===== src/rtl/ram_bist.sv =====
// March-test initiator for a single-port read-first synchronous RAM (16x8 by default).
// Define BIST_ABORT_ON_FAIL_EN to end the run on the first registered mismatch.
module ram_bist #(
   parameter int ADDR_W = 4,
   parameter int DATA_W = 8
) (
   input  logic              clk,
   input  logic              rst_n,
   input  logic              start,
   output logic              busy,
   output logic              done,
   output logic              pass,
   output logic [ADDR_W-1:0] fail_addr,
   output logic [DATA_W-1:0] fail_data,
   output logic              ram_we,
   output logic [ADDR_W-1:0] ram_addr,
   output logic [DATA_W-1:0] ram_din,
   input  logic [DATA_W-1:0] ram_dout
);

   localparam logic [2:0] S_IDLE  = 3'd0;
   localparam logic [2:0] S_M0    = 3'd1;
   localparam logic [2:0] S_M1    = 3'd2;
   localparam logic [2:0] S_M2    = 3'd3;
   localparam logic [2:0] S_M3    = 3'd4;
   localparam logic [2:0] S_DRAIN = 3'd5;
   localparam logic [2:0] S_DONE  = 3'd6;

   localparam logic [ADDR_W-1:0] ADDR_LAST = {ADDR_W{1'b1}};
   localparam logic [DATA_W-1:0] ONES      = {DATA_W{1'b1}};

   logic [2:0]        state_q, state_d;
   logic              busy_q, busy_d;
   logic              done_q, done_d;
   logic              pass_q, pass_d;
   logic              fail_seen_q, fail_seen_d;
   logic [ADDR_W-1:0] fail_addr_q, fail_addr_d;
   logic [DATA_W-1:0] fail_data_q, fail_data_d;
   logic              ram_we_q, ram_we_d;
   logic [ADDR_W-1:0] ram_addr_q, ram_addr_d;
   logic [DATA_W-1:0] ram_din_q, ram_din_d;
   logic              chk1_vld_q, chk1_vld_d;
   logic [DATA_W-1:0] chk1_exp_q, chk1_exp_d;
   logic [ADDR_W-1:0] chk1_addr_q, chk1_addr_d;
   logic              chk2_vld_q, chk2_vld_d;
   logic [DATA_W-1:0] chk2_exp_q, chk2_exp_d;
   logic [ADDR_W-1:0] chk2_addr_q, chk2_addr_d;
   logic [ADDR_W-1:0] naddr;
   logic              issue;
   logic              mismatch;

   always_comb begin
      state_d     = state_q;
      busy_d      = busy_q;
      done_d      = done_q;
      pass_d      = pass_q;
      fail_seen_d = fail_seen_q;
      fail_addr_d = fail_addr_q;
      fail_data_d = fail_data_q;
      ram_we_d    = 1'b0;
      ram_addr_d  = '0;
      ram_din_d   = '0;
      chk1_vld_d  = 1'b0;
      chk1_exp_d  = '0;
      chk1_addr_d = '0;
      chk2_vld_d  = chk1_vld_q;
      chk2_exp_d  = chk1_exp_q;
      chk2_addr_d = chk1_addr_q;
      naddr       = '0;
      issue       = 1'b0;

      // Stage 2 holds the op whose read data is on ram_dout this cycle.
      mismatch = busy_q && chk2_vld_q && (ram_dout != chk2_exp_q);
      if (mismatch && !fail_seen_q) begin
         fail_seen_d = 1'b1;
         fail_addr_d = chk2_addr_q;
         fail_data_d = ram_dout;
      end

      case (state_q)
         S_IDLE, S_DONE: begin
            if (start) begin
               state_d     = S_M0;
               busy_d      = 1'b1;
               done_d      = 1'b0;
               pass_d      = 1'b0;
               fail_seen_d = 1'b0;
               fail_addr_d = '0;
               fail_data_d = '0;
               issue       = 1'b1;
            end
         end
         S_M0: begin
            issue = 1'b1;
            if (ram_addr_q == ADDR_LAST) state_d = S_M1;
            else                         naddr   = ram_addr_q + 1'b1;
         end
         S_M1: begin
            issue = 1'b1;
            if (ram_addr_q == ADDR_LAST) begin
               state_d = S_M2;
               naddr   = ADDR_LAST;
            end else begin
               naddr = ram_addr_q + 1'b1;
            end
         end
         S_M2: begin
            issue = 1'b1;
            if (ram_addr_q == '0) state_d = S_M3;
            else                  naddr   = ram_addr_q - 1'b1;
         end
         S_M3: begin
            if (ram_addr_q == ADDR_LAST) begin
               state_d = S_DRAIN;
            end else begin
               issue = 1'b1;
               naddr = ram_addr_q + 1'b1;
            end
         end
         S_DRAIN: begin
            state_d = S_DONE;
            busy_d  = 1'b0;
            done_d  = 1'b1;
            pass_d  = !(fail_seen_q || mismatch);
         end
         default: state_d = S_IDLE;
      endcase

`ifdef BIST_ABORT_ON_FAIL_EN
      if (mismatch) begin
         state_d = S_DONE;
         busy_d  = 1'b0;
         done_d  = 1'b1;
         pass_d  = 1'b0;
         issue   = 1'b0;
      end
`endif

      // Op fields and expected read are derived from the state being entered.
      if (issue) begin
         ram_we_d    = (state_d != S_M3);
         ram_addr_d  = naddr;
         ram_din_d   = (state_d == S_M1) ? ONES : '0;
         chk1_vld_d  = (state_d != S_M0);
         chk1_exp_d  = (state_d == S_M2) ? ONES : '0;
         chk1_addr_d = naddr;
      end
   end

   always_ff @(posedge clk or negedge rst_n) begin
      if (!rst_n) begin
         state_q     <= S_IDLE;
         busy_q      <= 1'b0;
         done_q      <= 1'b0;
         pass_q      <= 1'b0;
         fail_seen_q <= 1'b0;
         fail_addr_q <= '0;
         fail_data_q <= '0;
         ram_we_q    <= 1'b0;
         ram_addr_q  <= '0;
         ram_din_q   <= '0;
         chk1_vld_q  <= 1'b0;
         chk1_exp_q  <= '0;
         chk1_addr_q <= '0;
         chk2_vld_q  <= 1'b0;
         chk2_exp_q  <= '0;
         chk2_addr_q <= '0;
      end else begin
         state_q     <= state_d;
         busy_q      <= busy_d;
         done_q      <= done_d;
         pass_q      <= pass_d;
         fail_seen_q <= fail_seen_d;
         fail_addr_q <= fail_addr_d;
         fail_data_q <= fail_data_d;
         ram_we_q    <= ram_we_d;
         ram_addr_q  <= ram_addr_d;
         ram_din_q   <= ram_din_d;
         chk1_vld_q  <= chk1_vld_d;
         chk1_exp_q  <= chk1_exp_d;
         chk1_addr_q <= chk1_addr_d;
         chk2_vld_q  <= chk2_vld_d;
         chk2_exp_q  <= chk2_exp_d;
         chk2_addr_q <= chk2_addr_d;
      end
   end

   assign busy      = busy_q;
   assign done      = done_q;
   assign pass      = pass_q;
   assign fail_addr = fail_addr_q;
   assign fail_data = fail_data_q;
   assign ram_we    = ram_we_q;
   assign ram_addr  = ram_addr_q;
   assign ram_din   = ram_din_q;

endmodule


===== config.mk =====
export PLATFORM = sky130hd
export DESIGN_NAME = ram_bist
export DESIGN_NICKNAME = d
export VERILOG_FILES = /design/src/rtl/ram_bist.sv
export SDC_FILE = /design/constraint.sdc
export NUM_CORES = 1
export LEC_CHECK = 0
export ABC_AREA = 0
export CAP_MARGIN = 40
export CORE_ASPECT_RATIO = 1.2
export CORE_MARGIN = 5
export CORE_UTILIZATION = 45
export DETAILED_ROUTE_END_ITERATION = 16
export GPL_ROUTABILITY_DRIVEN = 0
export GPL_TIMING_DRIVEN = 0
export HOLD_SLACK_MARGIN = 0.12
export PLACE_DENSITY = 0.85
export SLEW_MARGIN = 20
export SYNTH_ARGS = -nofsm -noshare
export SYNTH_HDL_FRONTEND = slang
export SYNTH_SLANG_ARGS = --single-unit

===== constraint.sdc =====
create_clock -name clk -period 1.5 [get_ports clk]
set_input_delay 0.3 -clock clk [delete_from_list [all_inputs] [get_ports clk]]
set_output_delay 0.3 -clock clk [all_outputs]
set_load 0.01 [all_outputs]

==> reports/results.ini <==
[timing]
min_period_ns = 1.49
rsz0062_at_grt = yes
whs_ns = 0.348
slew_violations = 0
max_freq_mhz = 672
post-route-period-util_pct = 99.2
worst_pin_slew_ns = 0.718
skew_ns = 0.00465
final-hold-violation-count = 0
relSlewSlack_pct = 52.1
setup_viol = 0

[global_route]
antenna_found_initial = 0
grt_pass1_vias = 1637
grt_max_degree = 34
grt.total_usage_pct = 19.5
grt_pass1_wl_mm = 7.70
grt_overflow = 0

[synthesis]
syn_avg_cell_area_um2 = 9.53
seq_area_frac_synth_pct = 47.1
syn-cell-area_mm2 = 0.00175
syn_nets = 197
ys.flop_type = dfrtp_1
synthCells = 184
synth_cell_type_count = 47
yosysWarningCount = 0
synthArstFlopShare_pct = 100
synth-seq-cells = 33
synth-edff-count = 0

[finish]
n_antenna_cell = 0
n_fill_cell = 285
multi_input_area_um2 = 893
nets = 254
area_delta_synth_final_pct = 45.6
final_core_util_pct = 69.1
final_cell_count_no_fill = 294
ff_latch_area_um2 = 831
layout-drive-gt1-share_pct = 28.1

[die]
die_w_um = 67.0
die_h_um = 78.4
rows = 24
pin_count = 39
dieArea_mm2 = 0.00525
initial_core_util_pct = 47.5
core_mm2 = 0.00369

[clocking]
clkSlewWorstSetupHoldPaths_ns = 0.07
clockRootBuffer = clkbuf_8
insertion_delay_ns = 0.29
cts_sinks = 33
numCtsBuffers = 5
htreeDepth = 2
max-clock-path-buffers = 2
cts_tree = yes

[setup_path]
slowest_delay_ns = 0.46
worstSetupEndpointType = flip-flop
cp_cell_sequence = inv_2 > ha_4 > nand4bb_4 > o211ai_1 > o21ai_1 > and4bb_1
crit_fanout = 5
slowest_stage = dfrtp_2
critPathRequiredTime_ns = 1.67
criticalPathCategory = flip-flop to flip-flop
rr_startpoint = chk1_addr_q[1]
cp.arrival_ns = 1.65
r2r_setup_slack_ns = 0.01
timing.critical_path.from_type = flip-flop
r2r_cells = 6
regToRegEndpoint = ram_din[6]

[drt]
vias_per_cell = 5.50
postRouteAntennaNets = 0
routed_wl_mm = 4.77
num_vias = 1616
routedWlPerCell_um = 16.2
drc = 0
first_pass_iters = 4
drtIter0Drc = 101

[power]
leakage_nw = 1.33
power_mw = 5.36
power_density_mw_per_mm2 = 2100
vdd_drop_max_v = 0.00111

[place]
place.detailed.hpwl_mm = 3.06
dp.cells = 274
port_buffers = 38

[job]
maxCapViolations = 0

[min_path]
min_path_cells = 0
hold_path_class = flip-flop to flip-flop
min_from = chk1_vld_q
holdPathEnd = chk2_vld_q

[run_status]
status = finished clean

-- cell type report --
type | instances | area share [%]
plain buffers | 19 | 5.88
clock buffers | 7 | 3.77
clock inverters | 1 | 0.196
inverters | 7 | 1.03
multi-input cells | 125 | 35.0
flip-flops and latches | 33 | 32.5
well taps | 52 | 2.55
repair buffers | 50 | 19.0
-- critical path, delay by kind of cell (launching register included) --
kind	cells	cell delay (ns)
flops	1	0.46
compound gates	2	0.23
buf+inv	1	0.09
simple gates	2	0.41
fa+ha+maj	1	0.18
-- report_power, final --
part / switching, mW / internal [mW] / leakage [nW]
combinational: 1.52 / 1.55 / 0.855
clock: 0.328 / 0.415 / 0.0542
sequential: 0.274 / 1.27 / 0.425
-- cells in the final DEF (no fill, tap or decap), types with 3 or more instances in the layout --
master,n
dlygate4sd2_1,15
inv_1,5
buf_2,4
clkbuf_8,9
o21ai_0,23
nand2b_1,3
a21oi_1,9
buf_6,4
dlymetal6s2s_1,16
nand2_1,8
buf_4,22
dfrtp_2,4
nor2_1,6
a21boi_0,8
dfrtp_1,29
nand3_1,16
a21boi_1,4
-- how the worst max path moves through the flow --
stage,start,to,slack [ns],depth (start not counted)
after floorplan,chk1_addr_q[1],chk1_addr_q[3],0.04,5
after global placement,rst_n,chk1_addr_q[3],-0.47,1
after detailed placement,ram_dout[7],fail_data[5],-0.46,6
after CTS,fail_data[7],fail_data[7],0.001,1
after global routing,chk1_addr_q[0],ram_din[6],-0.07,6
final,chk1_addr_q[1],ram_din[6],0.01,6
-- routing by layer --
| metal | part of all wire, % | global-route usage (%) |
|---|---|---|
| met5 | 0 | 0 |
| met4 | 2.9 | 10.5 |
| met3 | 6.7 | 5.29 |
| met2 | 52 | 33.7 |
| met1 | 39 | 21.2 |
-- state kept, by name, summed over array words and instances (netlist names) --
name         cells
busy             1
chk1_addr_q      4
chk1_exp_q       1
chk1_vld_q       1
chk2_addr_q      4
chk2_exp_q       1
chk2_vld_q       1
done             1
fail_addr        4
fail_data        8
fail_seen_q      1
pass             1
ram_din          1
ram_we           1
state_q          3
-- cell families (layout without fill, tap and decap cells) --
logic type               after synthesis  after routing  share of synthesized area (%)
XOR/XNOR                               3              3                           1.50
buffers and inverters                 26             84                           8.14
adder cells (fa/ha/maj)                2              2                           1.43
AO/OA/AOI/OAI                         64             64                           23.4
AND/OR/NAND/NOR                       55             55                           17.8
multiplexers                           1              1                          0.571
flip-flops                            33             33                           47.1
-- through the flow --
step                      setup TNS [ns]  worst slack (ns)  cell area (um^2)
after CTS                              0           0.00107              2440
final                                  0            0.0125              2550
after global routing              -0.201           -0.0733              2550
after floorplan                        0            0.0357              1750
after detailed placement           -6.25            -0.463              2190
after global placement            -21.47            -0.473              2200
-- repair_timing --
| item | CTS | global route |
|---|---|---|
| hold buffers | 1 | 0 |
| cloned | 1 | 0 |
| resized for setup | 48 | 35 |
| setup buffers | 8 | 2 |
| endpoints found under the hold margin | 33 | 0 |
| pin swaps | 8 | 6 |
| endpoints found under the setup margin | 34 | 32 |
-- Yosys cell counts (2+ instances only) --
master    instances  area share [%]
dfrtp_1          33              47
o21ai_0          25             7.1
nand3_1          18             5.1
a21boi_0         10             4.3
nand2_1          10             2.1
a21oi_1           9             2.6
buf_4             8             3.4
inv_1             7             1.5
nor2_1            6             1.3
buf_2             5             1.4
clkbuf_1          4            0.86
nand2b_1          4             1.4
nor2b_1           3             1.1
nor3_1            3            0.86
a21boi_1          2            0.86
a22oi_1           2            0.86
a31oi_1           2            0.71
ha_1              2             1.4
o31ai_1           2            0.86
xnor2_1           2             1.0
No activity file was read; power rests on OpenSTA's default activity.
